<file path="src/rtl/musa_ctrl_pkg.sv">
// Shared constants for the multi-cycle control unit: opcodes, datapath
// select codes, stage encodings and the decoded instruction-class payload.
package musa_ctrl_pkg;

  // Base 6-bit opcodes; zero-extended to the configured opcode width at use.
  localparam logic [5:0] OP_RTYPE = 6'b000000;
  localparam logic [5:0] OP_MUL   = 6'b011100;
  localparam logic [5:0] OP_DIV   = 6'b000101;
  localparam logic [5:0] OP_ADDI  = 6'b001000;
  localparam logic [5:0] OP_SUBI  = 6'b001001;
  localparam logic [5:0] OP_ANDI  = 6'b001100;
  localparam logic [5:0] OP_ORI   = 6'b001101;
  localparam logic [5:0] OP_LW    = 6'b100011;
  localparam logic [5:0] OP_SW    = 6'b101011;
  localparam logic [5:0] OP_JR    = 6'b010001;
  localparam logic [5:0] OP_JPC   = 6'b000010;
  localparam logic [5:0] OP_BRFL  = 6'b000100;
  localparam logic [5:0] OP_CALL  = 6'b000011;
  localparam logic [5:0] OP_RET   = 6'b000001;
  localparam logic [5:0] OP_HALT  = 6'b111111;

  // ALU operation codes (3 significant bits).
  localparam logic [2:0] ALU_ADD   = 3'b000;
  localparam logic [2:0] ALU_SUB   = 3'b001;
  localparam logic [2:0] ALU_AND   = 3'b010;
  localparam logic [2:0] ALU_OR    = 3'b011;
  localparam logic [2:0] ALU_FUNCT = 3'b100;
  localparam logic [2:0] ALU_MUL   = 3'b101;
  localparam logic [2:0] ALU_DIV   = 3'b110;

  // ALU B-operand select.
  localparam logic [1:0] ALUSRC_REG  = 2'b00;
  localparam logic [1:0] ALUSRC_SIMM = 2'b01;
  localparam logic [1:0] ALUSRC_ZIMM = 2'b10;
  localparam logic [1:0] ALUSRC_PC   = 2'b11;

  // Next-PC select.
  localparam logic [1:0] PCSRC_NEXT   = 2'b00;
  localparam logic [1:0] PCSRC_BRANCH = 2'b01;
  localparam logic [1:0] PCSRC_JUMP   = 2'b10;
  localparam logic [1:0] PCSRC_STACK  = 2'b11;

  // Stage encodings, visible on the stage output.
  localparam logic [2:0] ST_FETCH   = 3'b000;
  localparam logic [2:0] ST_DECODE  = 3'b001;
  localparam logic [2:0] ST_EXECUTE = 3'b010;
  localparam logic [2:0] ST_MEM     = 3'b011;
  localparam logic [2:0] ST_WB      = 3'b100;
  localparam logic [2:0] ST_HALTED  = 3'b101;
  localparam logic [2:0] ST_TRAP    = 3'b110;

  // Decoded instruction: one-hot class plus the per-opcode ALU settings.
  typedef struct packed {
    logic       alu;
    logic       muldiv;
    logic       mem_ld;
    logic       mem_st;
    logic       jump;
    logic       call;
    logic       ret;
    logic       branch;
    logic       halt;
    logic       illegal;
    logic       rtype_dst;  // writeback targets rd (R-type, MUL, DIV)
    logic       br_inv;     // branch taken on ~flag (JR)
    logic [2:0] alu_op;
    logic [1:0] alu_src;
  } ctrl_class_t;

endpackage

</file>
<file path="src/rtl/multicycle_control_unit_if.sv">
// Control-unit bundle: instruction/status inputs and datapath strobes.
// master = instruction-side driver (IR, ALU flag, stack status),
// slave  = the control unit.
interface multicycle_control_unit_if #(
  parameter int unsigned OPW     = 6,
  parameter int unsigned ALUOP_W = 3
);
  logic [OPW-1:0]     opcode;
  logic               flag;
  logic               stall;
  logic               resume;
  logic               stack_full;
  logic               stack_empty;

  logic               memRead;
  logic               memWrite;
  logic               memToReg;
  logic               regWrite;
  logic               regDst;
  logic               PCWrite;
  logic               push;
  logic               pop;
  logic [1:0]         pcSrc;
  logic [1:0]         aluSrc;
  logic [ALUOP_W-1:0] aluOp;
  logic [2:0]         stage;
  logic               halted;
  logic               illegal;

  modport master (
    output opcode, flag, stall, resume, stack_full, stack_empty,
    input  memRead, memWrite, memToReg, regWrite, regDst, PCWrite, push, pop,
           pcSrc, aluSrc, aluOp, stage, halted, illegal
  );

  modport slave (
    input  opcode, flag, stall, resume, stack_full, stack_empty,
    output memRead, memWrite, memToReg, regWrite, regDst, PCWrite, push, pop,
           pcSrc, aluSrc, aluOp, stage, halted, illegal
  );
endinterface

</file>
<file path="src/rtl/ctrl_decode.sv">
// Combinational opcode classifier.
// Ports: opcode (latched instruction opcode) -> cls (class one-hot plus
// ALU op / operand select for ALU-class instructions).
module ctrl_decode
  import musa_ctrl_pkg::*;
#(
  parameter int unsigned    OPW     = 6,
  parameter logic [OPW-1:0] HALT_OP = OPW'(OP_HALT)
) (
  input  logic [OPW-1:0] opcode,
  output ctrl_class_t    cls
);

  // HALT_OP is a parameter, so it is matched ahead of the fixed table.
  always_comb begin
    cls = '0;
    if (opcode == HALT_OP) begin
      cls.halt = 1'b1;
    end else begin
      case (opcode)
        OPW'(OP_RTYPE): begin cls.alu = 1'b1; cls.rtype_dst = 1'b1; cls.alu_op = ALU_FUNCT; end
        OPW'(OP_MUL):   begin cls.muldiv = 1'b1; cls.rtype_dst = 1'b1; cls.alu_op = ALU_MUL; end
        OPW'(OP_DIV):   begin cls.muldiv = 1'b1; cls.rtype_dst = 1'b1; cls.alu_op = ALU_DIV; end
        OPW'(OP_ADDI):  begin cls.alu = 1'b1; cls.alu_op = ALU_ADD; cls.alu_src = ALUSRC_SIMM; end
        OPW'(OP_SUBI):  begin cls.alu = 1'b1; cls.alu_op = ALU_SUB; cls.alu_src = ALUSRC_SIMM; end
        OPW'(OP_ANDI):  begin cls.alu = 1'b1; cls.alu_op = ALU_AND; cls.alu_src = ALUSRC_ZIMM; end
        OPW'(OP_ORI):   begin cls.alu = 1'b1; cls.alu_op = ALU_OR;  cls.alu_src = ALUSRC_ZIMM; end
        OPW'(OP_LW):    cls.mem_ld = 1'b1;
        OPW'(OP_SW):    cls.mem_st = 1'b1;
        OPW'(OP_JPC):   cls.jump   = 1'b1;
        OPW'(OP_CALL):  cls.call   = 1'b1;
        OPW'(OP_RET):   cls.ret    = 1'b1;
        OPW'(OP_BRFL):  cls.branch = 1'b1;
        OPW'(OP_JR):    begin cls.branch = 1'b1; cls.br_inv = 1'b1; end
        default:        cls.illegal = 1'b1;
      endcase
    end
  end

endmodule

</file>
<file path="src/rtl/multicycle_control_unit.sv">
// Multi-cycle control unit: sequences FETCH/DECODE/EXECUTE/MEM/WRITEBACK,
// counts MUL/DIV execute cycles, and handles HALT/resume and traps.
// Ports: clk, rst (async, active-high), bus (slave side of the control
// bundle: opcode/flag/stall/resume/stack status in, datapath controls,
// stage, halted and illegal out).
// Controls decode the current state and latched opcode; the write strobes
// are qualified by the live stall, flag and stack-status inputs within the
// cycle, so they are combinational by nature.
module multicycle_control_unit
  import musa_ctrl_pkg::*;
#(
  parameter int unsigned    OPW           = 6,
  parameter int unsigned    ALUOP_W       = 3,
  parameter int unsigned    MULDIV_CYCLES = 4,
  parameter logic [OPW-1:0] HALT_OP       = OPW'(OP_HALT)
) (
  input logic                      clk,
  input logic                      rst,
  multicycle_control_unit_if.slave bus
);

  localparam int unsigned CNT_W = (MULDIV_CYCLES > 1) ? $clog2(MULDIV_CYCLES) : 1;

  logic [2:0]       state_q, state_d;
  logic [OPW-1:0]   op_q, op_d;
  logic [CNT_W-1:0] cnt_q, cnt_d;
  ctrl_class_t      cls;
  logic             run;

  logic       mem_read, mem_write, mem_to_reg, reg_write, reg_dst;
  logic       pc_write, push_s, pop_s, halted_s, illegal_s;
  logic [1:0] pc_src, alu_src;
  logic [2:0] alu_op;

  assign run = ~bus.stall;

  ctrl_decode #(
    .OPW     (OPW),
    .HALT_OP (HALT_OP)
  ) u_decode (
    .opcode (op_q),
    .cls    (cls)
  );

  // State, latched opcode and execute wait counter.
  always_ff @(posedge clk or posedge rst) begin
    if (rst) begin
      state_q <= ST_FETCH;
      op_q    <= '0;
      cnt_q   <= '0;
    end else begin
      state_q <= state_d;
      op_q    <= op_d;
      cnt_q   <= cnt_d;
    end
  end

  // Next state and datapath controls.
  always_comb begin
    state_d    = state_q;
    op_d       = op_q;
    cnt_d      = cnt_q;
    mem_read   = 1'b0;
    mem_write  = 1'b0;
    mem_to_reg = 1'b0;
    reg_write  = 1'b0;
    reg_dst    = 1'b0;
    pc_write   = 1'b0;
    push_s     = 1'b0;
    pop_s      = 1'b0;
    halted_s   = 1'b0;
    illegal_s  = 1'b0;
    pc_src     = PCSRC_NEXT;
    alu_src    = ALUSRC_REG;
    alu_op     = ALU_ADD;

    case (state_q)
      ST_FETCH: begin
        pc_write = run;
        if (run) begin
          state_d = ST_DECODE;
          op_d    = bus.opcode;
        end
      end

      ST_DECODE: begin
        if (run) begin
          if (cls.halt) begin
            state_d = ST_HALTED;
          end else if (cls.illegal) begin
            state_d = ST_TRAP;
          end else begin
            state_d = ST_EXECUTE;
            cnt_d   = cls.muldiv ? CNT_W'(MULDIV_CYCLES - 1) : '0;
          end
        end
      end

      ST_EXECUTE: begin
        if (cls.alu || cls.muldiv) begin
          alu_op  = cls.alu_op;
          alu_src = cls.alu_src;
          if (run) begin
            if (cnt_q != '0) cnt_d = cnt_q - CNT_W'(1);
            else             state_d = ST_WB;
          end
        end else if (cls.mem_ld || cls.mem_st) begin
          alu_op  = ALU_ADD;
          alu_src = ALUSRC_SIMM;
          if (run) state_d = ST_MEM;
        end else if (cls.jump) begin
          pc_write = run;
          pc_src   = PCSRC_JUMP;
          if (run) state_d = ST_FETCH;
        end else if (cls.call) begin
          // Stack check only counts in a non-stalled cycle.
          if (run && bus.stack_full) begin
            state_d = ST_TRAP;
          end else begin
            push_s   = run;
            pc_write = run;
            pc_src   = PCSRC_JUMP;
            if (run) state_d = ST_FETCH;
          end
        end else if (cls.ret) begin
          if (run && bus.stack_empty) begin
            state_d = ST_TRAP;
          end else begin
            pop_s    = run;
            pc_write = run;
            pc_src   = PCSRC_STACK;
            if (run) state_d = ST_FETCH;
          end
        end else if (cls.branch) begin
          alu_op   = ALU_SUB;
          pc_src   = PCSRC_BRANCH;
          pc_write = run & (bus.flag ^ cls.br_inv);
          if (run) state_d = ST_FETCH;
        end else begin
          if (run) state_d = ST_FETCH;
        end
      end

      ST_MEM: begin
        mem_read  = run & cls.mem_ld;
        mem_write = run & cls.mem_st;
        if (run) state_d = cls.mem_ld ? ST_WB : ST_FETCH;
      end

      ST_WB: begin
        reg_write  = run;
        mem_to_reg = cls.mem_ld;
        reg_dst    = cls.rtype_dst;
        if (run) state_d = ST_FETCH;
      end

      ST_HALTED: begin
        halted_s = 1'b1;
        if (bus.resume) state_d = ST_FETCH;
      end

      ST_TRAP: begin
        illegal_s = 1'b1;
      end

      default: state_d = ST_FETCH;
    endcase
  end

  // Reset blanks every control immediately, not only at the next edge.
  assign bus.memRead  = mem_read   & ~rst;
  assign bus.memWrite = mem_write  & ~rst;
  assign bus.memToReg = mem_to_reg & ~rst;
  assign bus.regWrite = reg_write  & ~rst;
  assign bus.regDst   = reg_dst    & ~rst;
  assign bus.PCWrite  = pc_write   & ~rst;
  assign bus.push     = push_s     & ~rst;
  assign bus.pop      = pop_s      & ~rst;
  assign bus.halted   = halted_s   & ~rst;
  assign bus.illegal  = illegal_s  & ~rst;
  assign bus.pcSrc    = rst ? 2'b00 : pc_src;
  assign bus.aluSrc   = rst ? 2'b00 : alu_src;
  assign bus.aluOp    = rst ? '0 : ALUOP_W'(alu_op);
  assign bus.stage    = state_q;

endmodule
</file>
<file path="src/flat_wrapper.sv">
// flat-port wrapper written by rule: the top's interface ports become plain ports
module multicycle_control_unit_flat import musa_ctrl_pkg::*;
#(
  parameter int unsigned    OPW           = 6,
  parameter int unsigned    ALUOP_W       = 3,
  parameter int unsigned    MULDIV_CYCLES = 4,
  parameter logic [OPW-1:0] HALT_OP       = OPW'(OP_HALT)
)
  (clk, rst, bus_opcode, bus_flag, bus_stall, bus_resume, bus_stack_full, bus_stack_empty, bus_memRead, bus_memWrite, bus_memToReg, bus_regWrite, bus_regDst, bus_PCWrite, bus_push, bus_pop, bus_pcSrc, bus_aluSrc, bus_aluOp, bus_stage, bus_halted, bus_illegal);
  multicycle_control_unit_if #(.OPW(OPW), .ALUOP_W(ALUOP_W)) bus_i ();
  input logic clk;
  input logic rst;
  input wire logic [$bits(bus_i.opcode)-1:0] bus_opcode;
  input wire logic [$bits(bus_i.flag)-1:0] bus_flag;
  input wire logic [$bits(bus_i.stall)-1:0] bus_stall;
  input wire logic [$bits(bus_i.resume)-1:0] bus_resume;
  input wire logic [$bits(bus_i.stack_full)-1:0] bus_stack_full;
  input wire logic [$bits(bus_i.stack_empty)-1:0] bus_stack_empty;
  output wire logic [$bits(bus_i.memRead)-1:0] bus_memRead;
  output wire logic [$bits(bus_i.memWrite)-1:0] bus_memWrite;
  output wire logic [$bits(bus_i.memToReg)-1:0] bus_memToReg;
  output wire logic [$bits(bus_i.regWrite)-1:0] bus_regWrite;
  output wire logic [$bits(bus_i.regDst)-1:0] bus_regDst;
  output wire logic [$bits(bus_i.PCWrite)-1:0] bus_PCWrite;
  output wire logic [$bits(bus_i.push)-1:0] bus_push;
  output wire logic [$bits(bus_i.pop)-1:0] bus_pop;
  output wire logic [$bits(bus_i.pcSrc)-1:0] bus_pcSrc;
  output wire logic [$bits(bus_i.aluSrc)-1:0] bus_aluSrc;
  output wire logic [$bits(bus_i.aluOp)-1:0] bus_aluOp;
  output wire logic [$bits(bus_i.stage)-1:0] bus_stage;
  output wire logic [$bits(bus_i.halted)-1:0] bus_halted;
  output wire logic [$bits(bus_i.illegal)-1:0] bus_illegal;
  assign bus_i.opcode = bus_opcode;
  assign bus_i.flag = bus_flag;
  assign bus_i.stall = bus_stall;
  assign bus_i.resume = bus_resume;
  assign bus_i.stack_full = bus_stack_full;
  assign bus_i.stack_empty = bus_stack_empty;
  assign bus_memRead = bus_i.memRead;
  assign bus_memWrite = bus_i.memWrite;
  assign bus_memToReg = bus_i.memToReg;
  assign bus_regWrite = bus_i.regWrite;
  assign bus_regDst = bus_i.regDst;
  assign bus_PCWrite = bus_i.PCWrite;
  assign bus_push = bus_i.push;
  assign bus_pop = bus_i.pop;
  assign bus_pcSrc = bus_i.pcSrc;
  assign bus_aluSrc = bus_i.aluSrc;
  assign bus_aluOp = bus_i.aluOp;
  assign bus_stage = bus_i.stage;
  assign bus_halted = bus_i.halted;
  assign bus_illegal = bus_i.illegal;
  multicycle_control_unit #(.OPW(OPW), .ALUOP_W(ALUOP_W), .MULDIV_CYCLES(MULDIV_CYCLES), .HALT_OP(HALT_OP)) u_core (.clk(clk), .rst(rst), .bus(bus_i));
endmodule
</file>
<file path="config.mk">
export PLATFORM = sky130hd
export DESIGN_NAME = multicycle_control_unit_flat
export DESIGN_NICKNAME = d
export VERILOG_FILES = /design/src/rtl/musa_ctrl_pkg.sv /design/src/rtl/multicycle_control_unit_if.sv /design/src/rtl/ctrl_decode.sv /design/src/rtl/multicycle_control_unit.sv /design/src/flat_wrapper.sv
export SDC_FILE = /design/constraint.sdc
export NUM_CORES = 1
export LEC_CHECK = 0
export CAP_MARGIN = 40
export CORE_ASPECT_RATIO = 0.75
export CORE_MARGIN = 4
export CORE_UTILIZATION = 44
export CTS_CLUSTER_DIAMETER = 120
export DETAILED_ROUTE_END_ITERATION = 10
export GPL_TIMING_DRIVEN = 0
export PLACE_DENSITY_LB_ADDON = 0.08
export SLEW_MARGIN = 20
export SYNTH_ARGS = -nofsm -noshare
export SYNTH_HDL_FRONTEND = slang
export SYNTH_HIERARCHICAL = 1
export SYNTH_SLANG_ARGS = --single-unit
</file>
<file path="constraint.sdc">
create_clock -name clk -period 2.41 [get_ports clk]
set_input_delay 0.3615 -clock clk [delete_from_list [all_inputs] [get_ports clk]]
set_output_delay 0.3615 -clock clk [all_outputs]
set_load 0.01 [all_outputs]
</file>
Word level (Yosys, flattened, before mapping)
Index checks and enable logic that the tools add are counted.
W data, S select, Z words.

operators by class
  add/subtract/negate cells = 1
  equality and inequality tests = 32
  multiplexer cells = 92
  bitwise logic cells = 17
  reductions and logical operators = 18

operator list
  cell                  number
  $mux W3               25
  $mux W1               41
  $mux W2               19
  $eq A6 B4 Y1 const B  4
  $pmux W3 S7           1
  $eq A6 B6 Y1 const B  3
  $pmux W3 S6           1
  $mux W8               2
  $ne A2 B2 Y1 const B  7
  $reduce_or A14 Y1     1
  $and A1 B1 Y1         13
  $eq A6 B2 Y1 const B  2
  $eq A6 B3 Y1 const B  2
  $eq A6 B5 Y1 const B  2
  $eq A3 B3 Y1 const B  3
  $ne A3 B3 Y1 const B  3
  $pmux W2 S2           2
  $reduce_and A8 Y1     1
  $reduce_or A2 Y1      4
  $reduce_and A7 Y1     1
  $eq A3 B2 Y1 const B  2
  $eq A6 B1 Y1 const B  1
  $logic_not A6 Y1      1
  $reduce_or A5 Y1      1
  other kinds (12)      18

storage, ports and cells
  register bits after elaboration = 11
  output and inout bits = 20
  logic and storage cells = 163

Logic depth before layout (Yosys ltp)
  depth in word-level cells = 14
  mapped depth = 8

Modules after synthesis
Netlist, hierarchy kept.

by module, submodules not included
  module                   times used  cells each  area an instance (sq um)  sequential area each (sq um)
  multicycle_control_unit  1           114         972.2                     275.3
  ctrl_decode              1           52          327.8                     0.0

Worst setup path before layout
OpenSTA, ideal clock, no wires.

  kind = reg2out
  start = register u_core.op_q[4]
  end = output port bus_pop
  arrival time = 2.285 ns
  required time = 2.049 ns
  path slack = -0.236 ns
  stages on the path, launching flop included = 9
  path buffers = 1
  path through = dfrtp_1 -> buf_2 -> and2b_1 -> mux2i_1 -> nor4b_2 -> or4_4 -> or3_4 -> or3_4 -> nor4_2

RTL lines
  what                    RTL line                       text
  start, declared         multicycle_control_unit.sv:25  logic [OPW-1:0] op_q, op_d;
  start signal, assigned  multicycle_control_unit.sv:53  op_q <= op_d;
  end, declared           flat_wrapper.sv:26             output wire logic [$bits(bus_i.pop)-1:0] bus_pop;

==> flow_summary.toml <==
[sta]
setup_viol = 13
grt_setup_unrepaired = "yes"
slew_violations = 0
setup_ws_ps = -623.7
finClkSkew_ps = 4.583
slew_headroom_pct = 47.66
fmax_ghz = 0.3296
worst_slew_pin_slew_ps = 778.6
period_needed_ps = 3034
tns_ps = -3742
holdWs_ps = 329.7
timing.final.crit_share_pct = 125.9
hold_violations = 0

[synthesis]
synth_cells = 166
ys.flop_type = "dfrtp_1"
synth_nets = 180
yosysUniqueCellTypes = 53
synthArstFlopShare_pct = 100.0
synth_top_cell_by_area = "dfrtp_1"
yosysSeqAreaShare_pct = 21.17
synth_edf_count = 0
syn_area_per_cell_sq_um = 7.831
synth_top_area_share_pct = 21.17
ys_ff_latch = 11
yosys_warnings = 6
ys_top_cells_by_area = "dfrtp_1 (21%), nor2_1 (5.5%), mux2_2 (5.2%)"
synthesis.area_sq_mm = 0.001300

[pwr]
power_density_mw_per_mm2 = 1177
p_leak_nw = 0.8940
power.switching_mw = 1.184
total_power_mw = 2.504
p_sw_share_pct = 47.26
p_int_mw = 1.321
combPwrFrac_pct = 77.9
seqPwrFrac_pct = 14.8
clock_power_share_pct = 7.2
vdd_drop_max_mv = 0.8196

[run]
drv_cap = 0

[route]
first_pass_iters = 4
via_count = 1643
drc = 0
wl_um = 4826
via_per_inst = 6.344
ant_nets = 0
post_drt_wl_per_cell_um = 18.63
drt_iter0_drc = 305

[placement]
portBuffers = 31
dp_cells = 233
dpl.hpwl_um = 2788
post-place-ws_ps = -888.8
placed_area_sq_mm = 0.001689
place_congestion = 0.8840

[setup_path]
setup.worst_path.start_class = "flip-flop"
required_ps = 2050
cp-end-kind = "output pin"
crit_fanout = 3
crit_type = "reg2out"
cp_data_arrival_time_ps = 2670

[die]
die_h_um = 55.08
die-area_sq_mm = 0.003897
io_pins = 33
start_util_pct = 47.75
fp-row-count = 16
core_sq_mm = 0.002723
die_w_um = 70.77

[cells_and_area]
stdcell_area_sq_mm = 0.002128
utilization_pct = 78.17
drive_gt1_share_pct = 44.39
n_antenna_cell = 0
area_delta_synth_final_pct = 63.71
nets = 238
final_common_cell = "buf_4"
instances_no_fill = 259
mostFrequentLayoutCells = "buf_4 (19), clkdlybuf4s50_1 (17), buf_6 (15)"

[clocking]
htreeDepth = 1
cts_tree = "built"
clock-sinks = 11
cts_buffer_depth = 2
holdBufCountCts = 0
path_clk_slew_ps = 50
cts-buffers-inserted = 3
clockRootBuffer = "clkbuf_8"
clkLatencyLatePin_ps = 240

[global_route]
overflow = 0
grt_max_degree = 14
antenna_found_initial = 0
track_usage_pct = 23.28
grt_pass1_wl_um = 7162
grt_pass1_vias = 1529

[worst_hold_path]
hold_class = "in2async"

[run_status]
status = "complete, but fails checks"
violations = "setup timing"
-- Yosys cell counts, types with 2 or more instances --
cell,count
and4_1,2
a211oi_1,2
dfrtp_1,11
nor4b_2,3
nor4_1,5
nor2_1,19
a311oi_1,2
mux2_2,6
nor2b_1,3
o41ai_1,2
nand4bb_1,2
inv_1,8
o21ai_1,3
buf_2,7
a21oi_1,8
nor4_2,2
nand3_1,3
o211ai_1,2
nand2b_1,6
or2_2,3
or4_1,2
and3_1,6
and2_1,4
or3_1,3
nand2_1,9
buf_4,2
o21ai_0,4
or3_4,3
xnor2_1,2
nor3_1,9
-- timing repair --
action                     4_1_cts  5_1_grt
pin swaps                       10       18
setup endpoints to repair       17       18
setup buffers                   16        7
resized for setup               77       33
-- routing by layer --
layer / global-route usage [%] / wire length (um) / vias up
met4: 9.063 / 113 / 0
met2: 41.54 / 2281 / 103
met5: 0 / 0 / -
met1: 28.24 / 1932 / 790
met3: 4.874 / 499 / 17
li1: - / - / 733
-- power by group through the flow --
stage | clock network [mW] | logic [mW] | registers, mW
floorplan | 0 | 0.922 | 0.358
global placement | 0 | 1.17 | 0.364
detailed placement | 0 | 1.20 | 0.377
CTS | 0.187 | 1.58 | 0.371
global route | 0.199 | 2.08 | 0.385
finish | 0.182 | 1.95 | 0.371
-- kinds of logic (layout without fill, tap and decap cells) --
logic type / Yosys count / count (layout) / synth area share (%)
flops: 11 / 11 / 21.17
compound gates: 32 / 32 / 17.13
simple gates: 93 / 93 / 45.24
xor+xnor: 2 / 2 / 1.348
fa+ha+maj: 1 / 1 / 0.9623
mux: 8 / 8 / 6.833
buf+inv: 19 / 76 / 7.314
-- registers in the layout, summed over array words and instances, names as in the netlist --
| register | count |
|---|---|
| u_core/op_q | 6 |
| u_core/cnt_q | 2 |
| u_core/bus.stage | 3 |
-- critical path, stage by stage (launching register included) --
cell and delay (ps):
dfrtp_1 390, buf_6 130, and2b_1 190, mux2i_4 180, nor4b_4 70, or4_4 430
or3_4 360, or3_4 380, nor4_4 140, buf_2 170
-- cell type report --
class | instances | area [sq um]
well taps | 36 | 45.04
repair buffers | 53 | 473.0
multi-input cells | 136 | 1160
flip-flops and latches | 11 | 280.3
plain buffers | 11 | 95.09
clock buffers | 4 | 45.04
fillers | 174 | 594.3
inverters | 8 | 30.03
-- path summary, 6_finish.rpt --
kind | start | end | slack (ps) | cells after the start
worst max-delay path | u_core/op_q[4]$_DFFE_PP0P_ | bus_pop | -620 | 9
worst min-delay path | rst | u_core/bus.stage[0]$_DFFE_PP0P_ | 330 | 2
worst max register to register | u_core/op_q[5]$_DFFE_PP0P_ | u_core/cnt_q[1]$_DFFE_PP0P_ | -170 | 8
worst min register to register | u_core/cnt_q[1]$_DFFE_PP0P_ | u_core/cnt_q[1]$_DFFE_PP0P_ | 510 | 1
max in group asynchronous | rst | u_core/op_q[2]$_DFFE_PP0P_ | 1740 | 2
min in group clk | u_core/cnt_q[1]$_DFFE_PP0P_ | u_core/cnt_q[1]$_DFFE_PP0P_ | 510 | 1
(Power assumes the default switching activity.)
